--- src/rtl/bit_serializer_pkg.sv ---
// Shared types and defaults for the bit serializer and its counters.
package bit_serializer_pkg;

  typedef enum logic [1:0] {
    ST_IDLE  = 2'd0,
    ST_SHIFT = 2'd1,
    ST_GAP   = 2'd2
  } state_t;

  localparam int DEF_WIDTH     = 8;
  localparam int DEF_GAP       = 0;
  localparam int DEF_MSB_FIRST = 1;

  // Smallest width (at least 1) that can represent max_val without wrapping.
  function automatic int cnt_w(input int max_val);
    return (max_val < 1) ? 1 : $clog2(max_val + 1);
  endfunction

endpackage

--- src/rtl/bit_counter.sv ---
// Loadable down-counter with a zero flag; saturates at zero.
module bit_counter #(
  parameter int W = 3
) (
  input  logic         i_clk,
  input  logic         i_rst,
  input  logic         i_load,
  input  logic [W-1:0] i_load_val,
  input  logic         i_dec,
  output logic         o_zero
);

  logic [W-1:0] r_count;

  always_ff @(posedge i_clk or posedge i_rst) begin
    if (i_rst)
      r_count <= '0;
    else if (i_load)
      r_count <= i_load_val;
    else if (i_dec && (r_count != '0))
      r_count <= r_count - 1'b1;
  end

  assign o_zero = (r_count == '0);

endmodule

--- src/rtl/bit_serializer.sv ---
// Parallel-to-serial converter: one word out per accept, optional zero gap after each word.
module bit_serializer
  import bit_serializer_pkg::*;
#(
  parameter int WIDTH     = DEF_WIDTH,
  parameter int GAP       = DEF_GAP,
  parameter int MSB_FIRST = DEF_MSB_FIRST
) (
  input  logic             clock,
  input  logic             reset,
  input  logic [WIDTH-1:0] data_in,
  input  logic             data_valid,
  output logic             data_ready,
  output logic             serial_out,
  output logic             busy,
  output logic             done
);

  localparam int BW = cnt_w(WIDTH - 1);
  localparam int GL = (GAP > 0) ? GAP - 1 : 0;
  localparam int GW = cnt_w(GL);
  localparam logic [BW-1:0] BIT_LOAD = BW'(WIDTH - 1);
  localparam logic [GW-1:0] GAP_LOAD = GW'(GL);

  state_t           r_state;
  logic [WIDTH-1:0] r_shift;
  logic             r_serial;
  logic             r_done;

  logic w_accept, w_bit_zero, w_gap_zero, w_last_bit;
  logic w_first_bit, w_next_bit;

  assign data_ready = (r_state == ST_IDLE) && !reset;
  assign w_accept   = data_valid && data_ready;
  assign w_last_bit = (r_state == ST_SHIFT) && w_bit_zero;

  // The bit just loaded goes straight to serial_out, so the register only
  // ever needs to supply the neighbour of the bit currently on the line.
  assign w_first_bit = (MSB_FIRST != 0) ? data_in[WIDTH-1] : data_in[0];
  assign w_next_bit  = (MSB_FIRST != 0) ? r_shift[WIDTH-2] : r_shift[1];

  bit_counter #(.W(BW)) u_bit_cnt (
    .i_clk      (clock),
    .i_rst      (reset),
    .i_load     (w_accept),
    .i_load_val (BIT_LOAD),
    .i_dec      (r_state == ST_SHIFT),
    .o_zero     (w_bit_zero)
  );

  bit_counter #(.W(GW)) u_gap_cnt (
    .i_clk      (clock),
    .i_rst      (reset),
    .i_load     (w_last_bit && (GAP > 0)),
    .i_load_val (GAP_LOAD),
    .i_dec      (r_state == ST_GAP),
    .o_zero     (w_gap_zero)
  );

  always_ff @(posedge clock or posedge reset) begin
    if (reset) begin
      r_state  <= ST_IDLE;
      r_shift  <= '0;
      r_serial <= 1'b0;
      r_done   <= 1'b0;
    end else begin
      r_done <= 1'b0;
      case (r_state)
        ST_IDLE: begin
          r_serial <= 1'b0;
          if (w_accept) begin
            r_shift  <= data_in;
            r_serial <= w_first_bit;
            r_state  <= ST_SHIFT;
          end
        end
        ST_SHIFT: begin
          if (w_bit_zero) begin
            r_serial <= 1'b0;
            r_done   <= 1'b1;
            r_shift  <= '0;
            r_state  <= (GAP > 0) ? ST_GAP : ST_IDLE;
          end else begin
            r_serial <= w_next_bit;
            r_shift  <= (MSB_FIRST != 0) ? (r_shift << 1) : (r_shift >> 1);
          end
        end
        ST_GAP: begin
          r_serial <= 1'b0;
          if (w_gap_zero)
            r_state <= ST_IDLE;
        end
        default: begin
          r_serial <= 1'b0;
          r_state  <= ST_IDLE;
        end
      endcase
    end
  end

  assign serial_out = r_serial;
  assign busy       = (r_state != ST_IDLE);
  assign done       = r_done;

endmodule

--- config.mk ---
export PLATFORM = sky130hd
export DESIGN_NAME = bit_serializer
export DESIGN_NICKNAME = d
export VERILOG_FILES = /design/src/rtl/bit_serializer_pkg.sv /design/src/rtl/bit_counter.sv /design/src/rtl/bit_serializer.sv
export SDC_FILE = /design/constraint.sdc
export NUM_CORES = 1
export LEC_CHECK = 0
export ABC_AREA = 1
export CAP_MARGIN = 10
export CORE_MARGIN = 2
export CORE_UTILIZATION = 25
export CTS_CLUSTER_DIAMETER = 120
export DETAILED_ROUTE_END_ITERATION = 10
export HOLD_SLACK_MARGIN = 0.08
export PLACE_DENSITY = 0.58
export SETUP_SLACK_MARGIN = 0.05
export SLEW_MARGIN = 20
export SYNTH_ARGS = -nofsm -noshare
export SYNTH_HDL_FRONTEND = slang
export SYNTH_SLANG_ARGS = --single-unit
--- constraint.sdc ---
create_clock -name clock -period 1.3 [get_ports clock]
set_clock_uncertainty 0.2 [all_clocks]
set_input_delay 0.325 -clock clock [delete_from_list [all_inputs] [get_ports clock]]
set_output_delay 0.325 -clock clock [all_outputs]
set_load 0.05 [all_outputs]
-- Word level (Yosys, flattened, before mapping)
Index checks and enable logic that the tools add are counted.
- register bits: 15
- bits of input ports: 11
- output and inout bits: 4
- logic and storage cells: 40
- $add $sub $neg: 2
- eq/ne operators: 5
- multiplexer cells: 14
- reductions and logical operators: 13
- operators with widths (operator ; number):
    $mux W7 ; 2
    $pmux W7 S2 ; 1
    $mux W2 ; 3
    $mux W3 ; 2
    $pmux W2 S3 ; 1
    $reduce_bool A2 Y1 ; 3
    $logic_and A1 B1 Y1 ; 4
    $mux W1 ; 4
    $ne A2 B2 Y1 const B ; 2
    $logic_not A3 Y1 ; 1
    $reduce_and A3 Y1 ; 1
    $reduce_bool A3 Y1 ; 1
    $sub A3 B1 Y3 const B ; 1
    $eq A2 B1 Y1 const B ; 1
    $eq A2 B2 Y1 const B ; 1
    $logic_not A2 Y1 ; 1
    $ne A2 B1 Y1 const B ; 1
    $pmux W1 S2 ; 1
    $reduce_and A2 Y1 ; 1
    $logic_not A1 Y1 ; 1
    $sub A1 B1 Y1 const B ; 1

-- Longest topological paths before layout
- depth in word-level cells: 5
- depth in mapped cells: 8
- mapped depth without buffers: 7

-- Hierarchy
A second synthesis with hierarchy kept.
- cell total of the unflattened synthesis: 94
- area, all modules: 699.4 um^2
- modules (own cells, without submodules) (module ; times used ; cells an instance ; area each (um^2) ; seq. area each (um^2)):
    bit_serializer ; 1 ; 66 ; 503.0 ; 250.2
    bit_counter ; 1 ; 28 ; 196.4 ; 75.1

-- Worst setup path before layout
OpenSTA, ideal clock, no wires.
- path kind: reg-to-reg
- start: register r_state[0]
- end: register r_shift[1]
- setup time: 117 ps
- arrival time: 1406 ps
- path slack: -422 ps
- stages on the path, launching flop included: 7
- buffers on the path: 0
- cell sequence: dfrtp_1 > nor2_4 > nand2_4 > nand2_8 > inv_8 > nand2_2 > nand2_1
- cells in the longest elaborated chain, start to end: 5
- elaborated cells between the ends (all ways): 8
- those cells by class: eq/ne (2); mux (1); reduce/logical (5)
- RTL lines (element ; RTL line ; source):
    start, declared ; bit_serializer.sv:25 ; state_t r_state;
    start signal, assigned ; bit_serializer.sv:82 ; r_state <= (GAP > 0) ? ST_GAP : ST_IDLE;
    $logic_not A2 Y1 ; bit_serializer.sv:33 ; assign data_ready = (r_state == ST_IDLE) && !reset;
    $logic_and A1 B1 Y1 ; bit_serializer.sv:33 ;
    named net data_ready ; bit_serializer.sv:13 ; output logic data_ready,
    $logic_and A1 B1 Y1 ; bit_serializer.sv:34 ; assign w_accept = data_valid && data_ready;
    $ne A2 B1 Y1 (no line) ; n/a ;
    $reduce_and A2 Y1 (no line) ; n/a ;
    end signal, assigned ; bit_serializer.sv:72 ; r_shift <= data_in;
    end signal, assigned ; bit_serializer.sv:85 ; r_shift <= (MSB_FIRST != 0) ? (r_shift << 1) : (r_shift >> 1);
    end, declared ; bit_serializer.sv:26 ; logic [WIDTH-1:0] r_shift;
The timed path passes the listed nets, and every way through them passes these cells.
A chain may end at the register's enable or synchronous reset.

-- Final worst setup path
- start: register r_state[0]
- end: output data_ready
- cells in the longest elaborated chain, start to end: 2
- RTL lines (element ; RTL line):
    $logic_not A2 Y1 ; bit_serializer.sv:33
    $logic_and A1 B1 Y1 ; bit_serializer.sv:33
    end, declared ; bit_serializer.sv:13
Every way passes these cells.

==> flow_metrics.py <==
metrics = {
    "clock_tree": {
        "cts_tree": "yes",
        "numCtsBuffers": 3,
        "clkSinkCount": 13,
        "clock_latency_ns": 0.28,
        "clock_path_buffers": 2,
        "clk_pin_slew_ns": 0.09,
        "cts-root-buf": "clkbuf_4",
        "h-tree-depth": 1,
    },
    "die": {
        "boundaryPins": 15,
        "core_mm2": 0.00273,
        "rows": 19,
        "start_util_pct": 25.9,
        "die_h_um": 57.2,
        "die_area_mm2": 0.00327,
        "die_x_um": 57.2,
    },
    "routing": {
        "vias_per_cell": 4.26,
        "wl_per_cell_um": 10.5,
        "drc_errors": 0,
        "drt-initial-drc-count": 4,
        "vias": 609,
        "dr.pass1.iters": 3,
        "drtAntennaViolNets": 0,
        "wl_um": 1510,
    },
    "layout": {
        "nFillCells": 260,
        "drive_above_1_share_pct": 40.2,
        "fin_util_pct": 41.4,
        "stdcell_count": 143,
        "finalNetCount": 126,
        "multiInputGateArea_um2": 378,
        "area_delta_synth_final_pct": 59.9,
        "antenna_cells": 0,
        "regArea_um2": 327,
    },
    "global_routing": {
        "use_met1_pct": 13.1,
        "use_met3_pct": 0.907,
        "track_usage_pct": 10.6,
        "grt_pass1_wl_um": 2710,
        "antenna_found_initial": 0,
        "grt.busiest_layer": "met2",
        "grt_max_degree": 14,
        "grtUsageMet2_pct": 18.1,
        "grt_pass1_vias": 616,
        "gr-total-overflow": 0,
    },
    "sta": {
        "setup_ws_ns": -0.226,
        "timing.final.crit_share_pct": 117,
        "finalHoldViolCount": 0,
        "finalCriticalPeriod_ns": 1.53,
        "finalMaxSlewViolations": 0,
        "rsz0062_at_grt": "true",
        "relSlewSlack_pct": 84.5,
        "fmax_ghz": 0.655,
        "worst_pin_slew_ns": 0.232,
        "setup_viol": 14,
        "setup-tns-final_ns": -1.72,
    },
    "run_status": {
        "status": "finished with violations",
        "violations": "negative setup slack",
    },
    "synth": {
        "ys_seq_elements": 13,
        "synthArstFlopShare_pct": 100,
        "synth_top_area_share_pct": 45.9,
        "synth_xor_area_share_pct": 0,
        "synth_largest_area_cell": "dfrtp_1",
        "syn-mean-instance-area_um2": 8.64,
        "syn_area_um2": 708,
        "synth_mux_area_share_pct": 0,
        "yosys-top-cells-area": "dfrtp_1 46%, nand2_1 17%, nand3_1 7.8%",
        "syn-instance-count": 82,
        "netlist_top_cells_count": "32 x nand2_1, 13 x dfrtp_1, 11 x nand3_1, 8 x nand2_2, 3 x inv_1",
        "synth_flop_cell": "dfrtp_1",
        "synth_top_family_by_area": "simple AND/OR/NAND/NOR gates",
        "synth-simple-area-share_pct": 40.8,
        "syn-num-nets": 95,
        "synthAdderAreaFrac_pct": 3.53,
        "ys_seq_area_share_pct": 45.9,
        "synth_cell_types": 16,
        "synth_warnings": 0,
        "post-synth-top-count-cell": "nand2_1",
        "synth_compound_area_share_pct": 1.41,
        "synth_edf_count": 0,
    },
    "placement": {
        "port_buffers": 14,
        "place_congestion": 0.784,
        "dp.final_hpwl_um": 1090,
        "place_inst": 134,
    },
    "critical_path": {
        "required_ns": 0.77,
        "reg2reg_to": "r_shift[3]",
        "r2r_slack_ns": -0.15,
        "crit_fanout": 3,
        "critPathKind": "flip-flop to output port",
        "r2r_cells": 8,
        "startpoint_type": "flip-flop",
        "regToRegStartpoint": "r_state[0]",
        "end_kind": "output port",
        "worst_ep_arrival_time_ns": 1.00,
    },
    "worst_hold_path": {
        "min_to": "r_shift[1]",
        "worstHoldStart": "r_shift[1]",
        "hold_path_class": "flip-flop to flip-flop",
        "holdPathStages": 2,
    },
    "power_and_ir_drop": {
        "power_density_mw_per_mm2": 2380,
        "finalPower_uw": 2690,
        "power.leakage_uw": 0.000568,
        "ir_worst_vdd_mv": 1.50,
    },
    "run": {
        "drv_cap": 0,
    },
}
-- worst max path at each step --
| stage | to | cells after the start | slack, ns | from |
|---|---|---|---|---|
| 2_1_floorplan | r_shift[1] | 6 | -0.28 | r_state[0] |
| 3_3_place_gp | r_shift[3] | 7 | -0.37 | reset |
| 3_5_place_dp | r_shift[3] | 7 | -0.39 | reset |
| 4_1_cts | data_ready | 2 | -0.25 | r_state[0] |
| 5_1_grt | data_ready | 2 | -0.26 | r_state[0] |
| 6_report | data_ready | 2 | -0.23 | r_state[0] |
-- what timing repair did --
action,in CTS,in global routing
endpoints found under the hold margin,13,0
gates cloned,0,0
setup buffers,2,2
pin swaps,4,4
hold buffers,1,0
gates resized for setup,13,5
setup endpoints to repair,15,15
-- report_power, final --
group	leakage, uW	internal, uW	switching, uW
Clock	0.0000177	114	145
Sequential	0.000162	589	142
Combinational	0.000389	829	872
Total	0.000568	1530	1160
-- per-stage QoR --
stage / setup WS [ns] / hold slack, ns / cell area [um2]
final: -0.226 / 0.299 / 1130
after floorplan: -0.280 / 0.00189 / 709
after global routing: -0.263 / 0.335 / 1130
after detailed placement: -0.394 / 0.287 / 993
after global placement: -0.369 / 0.278 / 993
after CTS: -0.248 / 0.308 / 1090
-- state kept, by name, summed over array words and instances, names as in the netlist --
| register | cells |
|---|---|
| r_state | 1 |
| done | 1 |
| r_shift | 7 |
| serial_out | 1 |
| u_bit_cnt.r_count | 3 |
-- cell type report --
cell class              count  share of cell area (%)
well taps                  31                    3.43
inverters                   6                    3.87
repair buffers             28                    28.1
clock inverters             1                   0.442
clock buffers               3                    1.99
multi-input cells          61                    33.4
flip-flops and latches     13                    28.8
-- kinds of logic (layout without fill, tap and decap cells) --
family / Yosys count / after routing
compound gates: 2 / 2
fa+ha+maj: 2 / 2
buf+inv: 8 / 38
flops: 13 / 13
simple gates: 57 / 57
-- critical path, stage by stage (launching register included) --
cell and delay, ns:
dfrtp_2 0.45, nor2_4 0.12, buf_12 0.14
-- metal layers --
metal | share of wire, % | vias to the layer above
li1 | - | 317
met5 | 0 | -
met4 | 2.3 | 0
met1 | 46 | 279
met2 | 49 | 9
met3 | 2.3 | 4
-- layout by cell type (no fill, tap or decap), drive strengths merged --
cell,instances
nand2,43
buf,17
dfrtp,13
nand3,11
clkdlybuf4s50,9
inv,5
clkbuf,3
o21ai,2
ha,2
nor2,2
nand4,1
bufinv,1
clkinv,1
dlygate4sd3,1
dlygate4sd2,1
Power figures use the tool's default switching activity.
